File: src/rtl/mul_spi_master_if.sv
// Serial bus between the processor-side master and its offload slaves.
// One active-low select line per slave; data moves on the system clock.
interface Spi #(
  parameter int NssWidth = 4
);
  logic [NssWidth-1:0] nss;
  logic                mosi;
  logic                miso;

  modport MasterSpi (output nss, output mosi, input miso);
  modport SlaveSpi  (input nss, input mosi, output miso);
endinterface

File: src/rtl/mul_spi_master.sv
// SPI master for the multiplier offload slave: sends {op_2, op_1} LSB first,
// waits for the slave's ack, then shifts the truncated product back in.
module mul_spi_master #(
  parameter int REGISTER_SIZE = 8,
  parameter int NssWidth      = 4,
  parameter int NssPosition   = 0,
  parameter int TimeoutCycles = 64
) (
  input  logic                     i_clock,
  input  logic                     i_reset,
  input  logic                     i_start,
  input  logic [REGISTER_SIZE-1:0] i_op_1,
  input  logic [REGISTER_SIZE-1:0] i_op_2,
  output logic                     o_busy,
  output logic                     o_done,
  output logic                     o_error,
  output logic [REGISTER_SIZE-1:0] o_result,
  Spi.MasterSpi                    spi
);

  localparam int P      = 2 * REGISTER_SIZE;
  localparam int CntMax = (P > TimeoutCycles) ? P : TimeoutCycles;
  localparam int CntW   = $clog2(CntMax) + 1;

  localparam logic [CntW-1:0] LastSend = CntW'(P - 1);
  localparam logic [CntW-1:0] LastRecv = CntW'(REGISTER_SIZE - 1);
  localparam logic [CntW-1:0] LastWait = CntW'(TimeoutCycles - 1);

  localparam logic [2:0] S_IDLE  = 3'd0;
  localparam logic [2:0] S_START = 3'd1;
  localparam logic [2:0] S_SEND  = 3'd2;
  localparam logic [2:0] S_WAIT  = 3'd3;
  localparam logic [2:0] S_RECV  = 3'd4;
  localparam logic [2:0] S_DONE  = 3'd5;

  logic [2:0]               r_state;
  logic [CntW-1:0]          r_cnt;
  logic [P-1:0]             r_pkt;
  logic [REGISTER_SIZE-1:0] r_result;
  logic                     r_error;

  logic                w_ack;
  logic                w_mosi;
  logic [NssWidth-1:0] w_nss;

  // A floating or unknown miso line must never be mistaken for an ack.
  assign w_ack = (spi.miso === 1'b1);

  always_comb begin
    w_mosi = 1'b0;
    case (r_state)
      S_START: w_mosi = 1'b1;
      S_SEND:  w_mosi = r_pkt[0];
      default: w_mosi = 1'b0;
    endcase
  end

  always_comb begin
    w_nss = '1;
    if (r_state != S_IDLE && r_state != S_DONE) w_nss[NssPosition] = 1'b0;
  end

  always_ff @(posedge i_clock or negedge i_reset) begin
    if (!i_reset) begin
      r_state  <= S_IDLE;
      r_cnt    <= '0;
      r_pkt    <= '0;
      r_result <= '0;
      r_error  <= 1'b0;
    end else begin
      case (r_state)
        S_IDLE: begin
          if (i_start) begin
            r_pkt   <= {i_op_2, i_op_1};
            r_cnt   <= '0;
            r_error <= 1'b0;
            r_state <= S_START;
          end
        end
        S_START: r_state <= S_SEND;
        S_SEND: begin
          r_pkt <= r_pkt >> 1;
          if (r_cnt == LastSend) begin
            r_cnt   <= '0;
            r_state <= S_WAIT;
          end else begin
            r_cnt <= r_cnt + 1'b1;
          end
        end
        S_WAIT: begin
          if (w_ack) begin
            r_cnt   <= '0;
            r_state <= S_RECV;
          end else if (r_cnt == LastWait) begin
            r_cnt    <= '0;
            r_result <= '0;
            r_error  <= 1'b1;
            r_state  <= S_DONE;
          end else begin
            r_cnt <= r_cnt + 1'b1;
          end
        end
        S_RECV: begin
          // Bits arrive LSB first; after R shifts the first bit sits in [0].
          r_result <= {spi.miso, r_result[REGISTER_SIZE-1:1]};
          if (r_cnt == LastRecv) begin
            r_cnt   <= '0;
            r_state <= S_DONE;
          end else begin
            r_cnt <= r_cnt + 1'b1;
          end
        end
        S_DONE: begin
          r_error <= 1'b0;
          r_state <= S_IDLE;
        end
        default: r_state <= S_IDLE;
      endcase
    end
  end

  assign spi.nss  = w_nss;
  assign spi.mosi = w_mosi;
  assign o_busy   = (r_state != S_IDLE);
  assign o_done   = (r_state == S_DONE);
  assign o_error  = r_error;
  assign o_result = r_result;

endmodule

File: src/flat_wrapper.sv
// flat-port wrapper written by rule: the top's interface ports become plain ports
module mul_spi_master_flat 
#(
  parameter int REGISTER_SIZE = 8,
  parameter int NssWidth      = 4,
  parameter int NssPosition   = 0,
  parameter int TimeoutCycles = 64
)
  (i_clock, i_reset, i_start, i_op_1, i_op_2, o_busy, o_done, o_error, o_result, spi_nss, spi_mosi, spi_miso);
  Spi #(.NssWidth(NssWidth)) spi_i ();
  input  logic i_clock;
  input  logic i_reset;
  input  logic i_start;
  input  logic [REGISTER_SIZE-1:0] i_op_1;
  input  logic [REGISTER_SIZE-1:0] i_op_2;
  output logic o_busy;
  output logic o_done;
  output logic o_error;
  output logic [REGISTER_SIZE-1:0] o_result;
  output wire logic [$bits(spi_i.nss)-1:0] spi_nss;
  output wire logic [$bits(spi_i.mosi)-1:0] spi_mosi;
  input wire logic [$bits(spi_i.miso)-1:0] spi_miso;
  assign spi_nss = spi_i.nss;
  assign spi_mosi = spi_i.mosi;
  assign spi_i.miso = spi_miso;
  mul_spi_master #(.REGISTER_SIZE(REGISTER_SIZE), .NssWidth(NssWidth), .NssPosition(NssPosition), .TimeoutCycles(TimeoutCycles)) u_core (.i_clock(i_clock), .i_reset(i_reset), .i_start(i_start), .i_op_1(i_op_1), .i_op_2(i_op_2), .o_busy(o_busy), .o_done(o_done), .o_error(o_error), .o_result(o_result), .spi(spi_i));
endmodule
File: config.mk
export PLATFORM = sky130hd
export DESIGN_NAME = mul_spi_master_flat
export DESIGN_NICKNAME = d
export VERILOG_FILES = /design/src/rtl/mul_spi_master_if.sv /design/src/rtl/mul_spi_master.sv /design/src/flat_wrapper.sv
export SDC_FILE = /design/constraint.sdc
export NUM_CORES = 1
export LEC_CHECK = 0
export CAP_MARGIN = 20
export CORE_MARGIN = 2
export CORE_UTILIZATION = 54
export CTS_CLUSTER_DIAMETER = 120
export DETAILED_ROUTE_END_ITERATION = 6
export GPL_ROUTABILITY_DRIVEN = 1
export GPL_TIMING_DRIVEN = 0
export PLACE_DENSITY = 0.84
export SLEW_MARGIN = 20
export SYNTH_ARGS = -nofsm -noshare
export SYNTH_HDL_FRONTEND = slang
export SYNTH_SLANG_ARGS = --single-unit
File: constraint.sdc
create_clock -name i_clock -period 5.1 [get_ports i_clock]
set_input_delay 1.02 -clock i_clock [delete_from_list [all_inputs] [get_ports i_clock]]
set_output_delay 1.02 -clock i_clock [all_outputs]
set_load 0.02 [all_outputs]
==> flow_summary.ini <==
[layout]
utilization = 0.720
fin_area_sq_um = 2200
layout-drive-gt1-share = 0.140
diodes = 0
final_nets = 241
area_growth_pct = 27.5

[yosys]
synth_top_area_frac = 0.508
synth_area_sq_um = 1720
synthFlopType = dfrtp_1
avgSynthCellArea_sq_um = 9.69
synth-seq-cells = 35
syn-instance-count = 178
synth-seq-area-share = 0.508
yosysUniqueCellTypes = 39
ys_top_cells_by_area = dfrtp_1 51%, nand2_1 5.4%, a22o_1 4.6%, nor2_1 4.6%, a31oi_1 3.3%
synth.most_common_cell = dfrtp_1
async_flop_share = 1.00
synth_largest_area_cell = dfrtp_1
synth-edff-count = 0
synth_top_cells_by_count = 35 x dfrtp_1, 25 x nand2_1, 21 x nor2_1
yosys_warnings = 0

[die]
core-area_sq_um = 3050
io_pins = 36
die_h_um = 60.5
start_util = 0.565
die_w_um = 60.5
rows = 20
die_area_sq_um = 3660

[drt]
dr_total_vias = 1459
ant_nets = 0
wl_um = 3790
drt_iter0_drc = 180
firstDrtPassIters = 4
via_per_inst = 5.51
wl_per_cell_um = 14.3
drcViolationCount = 0

[power]
clkPwrFrac = 0.139
switching_power_mw = 0.477
p_comb_frac = 0.479
internal_power_mw = 0.729
power_density_nw_per_um2 = 549
irDropWorstVdd_uv = 295
finalPower_mw = 1.21
p_seq_frac = 0.383
swShare = 0.396
p_leak_nw = 0.949

[clock_tree]
cts_tree = built
cts_max_level = 2
cts_sinks = 35
clock_tree.buffer_depth = 2
cts_root_buf = clkbuf_4
clk_pin_slew_worst_paths_ns = 0.10
cts_setup_buffers = 0
cts_buffers = 5
cts_resized = 0
hold_buffers = 0
clk_latency_ns = 0.33

[run_status]
outcome = completed

[timing]
grt_setup_unrepaired = no
layout_setup_ws_ns = 2.07
finalSetupViolations = 0
tns_ns = 0
final_hold_viol_count = 0
min_period_ns = 3.03
min_period_over_period = 0.594
fmax_mhz = 330
worst_pin_slew_ns = 0.606
drv_slew = 0
finalClockSkew_ns = 0.00343
max_slew_margin = 0.594

[placed_design]
numPortBuffers = 32
place_ws_ns = 2.38
placed_cell_area_sq_um = 2130
gp_congestion = 0.802
dp_hpwl_um = 2790

[grt]
grt_pass1_vias = 1407
grt_pass1_wl_um = 6240
antenna_found_initial = 0
grt_max_degree = 19
gr-total-overflow = 0
grt_usage = 0.235

[critical_path]
cp_num_buf_inv = 2
critPathCaptureType = output port
cp_slowest_cell = clkdlybuf4s50_1
worstPathCellList = buf_6 -> mux2_2 -> nor2_1 -> clkdlybuf4s50_1
path_max_fanout = 10
worstPathArrival_ns = 2.01
critPathTopFamily = buffers and inverters
cpPeakStageDelay_ns = 0.62
critical_path_class = flop to output port
worstPathRequired_ns = 4.08
crit_path_start_kind = flop

[min_path]
min_path_type = flop to flop

[run]
cap_viol_max_count = 0
[registers in the layout, summed over array words and instances (netlist names)]
register         count
u_core.r_pkt        16
u_core.r_state       3
u_core.r_cnt         7
u_core.o_result      8
u_core.o_error       1
[area by class of cell]
cell class,instances,area [sq um]
Buffer,13,80.1
Clock buffer,8,68.8
Fill cell,247,855
Inverter,3,11.3
Multi-Input combinational cell,129,764
Sequential cell,35,876
Tap cell,44,55.1
Timing Repair Buffer,33,343
[kinds of logic after synthesis]
family,Yosys count,share of synthesized area
xor+xnor,1,0.00508
mux,2,0.0123
buf+inv,16,0.0530
compound gates,44,0.185
flops,35,0.508
simple gates,78,0.227
other cells,1,0.00217
fa+ha+maj,1,0.00726
[power groups by stage]
stage	Clock, mW	Combinational, mW	Sequential (mW)
6_report	0.167	0.578	0.462
5_1_grt	0.183	0.644	0.473
4_1_cts	0.174	0.582	0.460
3_5_place_dp	0	0.578	0.466
3_3_place_gp	0	0.552	0.456
2_1_floorplan	0	0.379	0.470
[layout by cell type, fill, tap and decap left out, types with 3 or more instances in the layout]
cell             netlist  routed
clkdlybuf4s50_1        0      31
nor3_1                 8       8
a22o_1                 9       9
dfrtp_1               35      35
nand3_1                3       3
a21oi_1                4       4
nand2_1               25      25
buf_2                  6       7
or3_1                  3       3
inv_1                  3       3
o31a_1                 4       4
buf_4                  4       4
nand2b_1               5       5
o22ai_1                6       6
nor2_1                21      21
clkbuf_4               0       5
conb_1                 1       3
o21ai_0                5       5
a31oi_1                9       9
[per-stage QoR]
| stage | hold slack, ns | cells |
|---|---|---|
| 3_3_place_gp | 0.484 | 256 |
| 6_report | 0.517 | 265 |
| 4_1_cts | 0.518 | 265 |
| 3_5_place_dp | 0.495 | 257 |
| 5_1_grt | 0.533 | 265 |
| 2_1_floorplan | 0.467 | 180 |
[worst paths after layout]
kind	from	end	slack [ns]	cells past startpoint
max in group asynchronous	i_reset	u_core.o_result[6]$_DFFE_PN0P_	4.04	2
max	u_core.r_state[0]$_DFFE_PN0P_	spi_mosi	2.07	4
min	u_core.o_result[0]$_DFFE_PN0P_	u_core.o_result[0]$_DFFE_PN0P_	0.52	1
min reg2reg	u_core.o_result[0]$_DFFE_PN0P_	u_core.o_result[0]$_DFFE_PN0P_	0.52	1
max reg2reg	u_core.r_cnt[0]$_DFFE_PN0P_	u_core.r_cnt[3]$_DFFE_PN0P_	3.23	5
min in group asynchronous	i_reset	u_core.r_pkt[14]$_DFFE_PN0P_	0.62	1
[layer usage]
layer | global-route usage | vias up | part of all wire
li1 | - | 714 | -
met1 | 0.298 | 702 | 0.46
met2 | 0.385 | 37 | 0.47
met3 | 0.0597 | 6 | 0.053
met4 | 0.102 | 0 | 0.018
met5 | 0 | - | 0
[worst reg2reg max path, stage by stage (launching register included)]
cell	delay [ns]
dfrtp_1	0.42
ha_1	0.24
nand3_1	0.20
o31a_1	0.37
nor4_2	0.43
a21oi_1	0.09
Power figures use the tool's default switching activity.
==> RTL change, RTL diff (same settings) <==
Make the reset (`i_reset`) synchronous in one clocked block.
--- a/src/rtl/mul_spi_master.sv
+++ b/src/rtl/mul_spi_master.sv
@@ -60,7 +60,7 @@
     if (r_state != S_IDLE && r_state != S_DONE) w_nss[NssPosition] = 1'b0;
   end
 
-  always_ff @(posedge i_clock or negedge i_reset) begin
+  always_ff @(posedge i_clock) begin
     if (!i_reset) begin
       r_state  <= S_IDLE;
       r_cnt    <= '0;
Behaviour: differs if i_reset is asserted again (counterexample within 4 cycles, from zero or initial values and one cycle with i_reset low); with i_reset held inactive, the same outputs for 10 cycles.
==> RTL change against the original RTL <==
Final area is 4.8% lower. Critical endpoint is now spi_nss[0]. Register-to-register slack improved by 0.10 ns. Critical path depth up 1. Synthesized cell count increased by 3.9%. Non-clock buffer count shrank 2. Global-route usage down 1.1 points. Sequential cell count unchanged. Worst setup slack worse by 0.046 ns. Area after synthesis is 2.3% lower. Die area down 2.2%. Routed wire length decreased by 1.6%.
Power is not compared: it rests on default switching activity, and its combinational part moved more than twofold at a synthesized area within 25%.
==> RTL change: results (changes against the original RTL) <==
Arr. time, crit path: 2.06 ns (was 2.01 ns)
IO Port Bufs: 31 (was 32)
Multi-input combinational area share: 42.74% (was 34.78%)
Hold slack: 0.4695 ns (was 0.5170 ns)
Least-Margin Pin Slew: 0.4972 ns (was 0.6058 ns)
Final GP Congestion: 0.8435 (was 0.8015)
# fillers: 242 (was 247)
Total number of vias: 1525 (was 1459)
Clock buffers: 7 (was 8)
Post-synthesis sequential area ratio: 41.60% (was 50.80%)
Synth unique cells: 47 (was 39)
Bufs w/o clock: 44 (was 46)
Xor and xnor area share after synthesis: 1.040% (was 0.5080%)
DR iter-0 viols: 81 (was 180)
Syn_area_per_cell: 9.103 um^2 (was 9.686 um^2)
Nets@finish: 246 (was 241)
Metal3 WL: 180 um (was 200 um)
Status: completed (unchanged)
Final clock-cell share: 2.391% (was 3.130%)
Synth Area in Compound Gates: 24.22% (was 18.51%)
Pre-CTS setup slack: 2.329 ns (was 2.383 ns)
Final wirelength: 3726 um (was 3786 um)
Hold Startpoint: u_core.r_pkt[0] (was u_core.o_result[0])
Final HPWL DP: 2697 um (was 2791 um)
First-pass GRT wire length: 6051 um (was 6244 um)
Wire length per cell: 14.39 um (was 14.29 um)
Tapcell count: 33 (was 44)
FF+latch count: 35 (unchanged)
RTL change: critical path: stages (launching register included):
cell             delay (ns)
dfxtp_1                0.31
buf_2                  0.17
buf_2                  0.19
or3_1                  0.36
nand2_1                0.07
clkdlybuf4s50_1        0.61
RTL change: layer usage:
layer	vias up	GRT usage, %
li1	757	-
met1	711	26.14
met2	50	39.13
met3	7	4.545
met4	0	10.48
met5	-	0
RTL change: worst max path at each step:
stage	startpoint	to	slack [ns]	cells past startpoint
6_report	u_core.r_state[0]	spi_nss[0]	2.02	5
5_1_grt	u_core.r_state[0]	spi_nss[0]	1.96	5
4_1_cts	u_core.r_state[0]	spi_nss[0]	2.02	5
3_5_place_dp	i_start	u_core.r_cnt[1]	2.33	6
3_3_place_gp	i_start	u_core.r_cnt[1]	2.35	6
2_1_floorplan	u_core.r_state[0]	spi_nss[0]	2.86	4
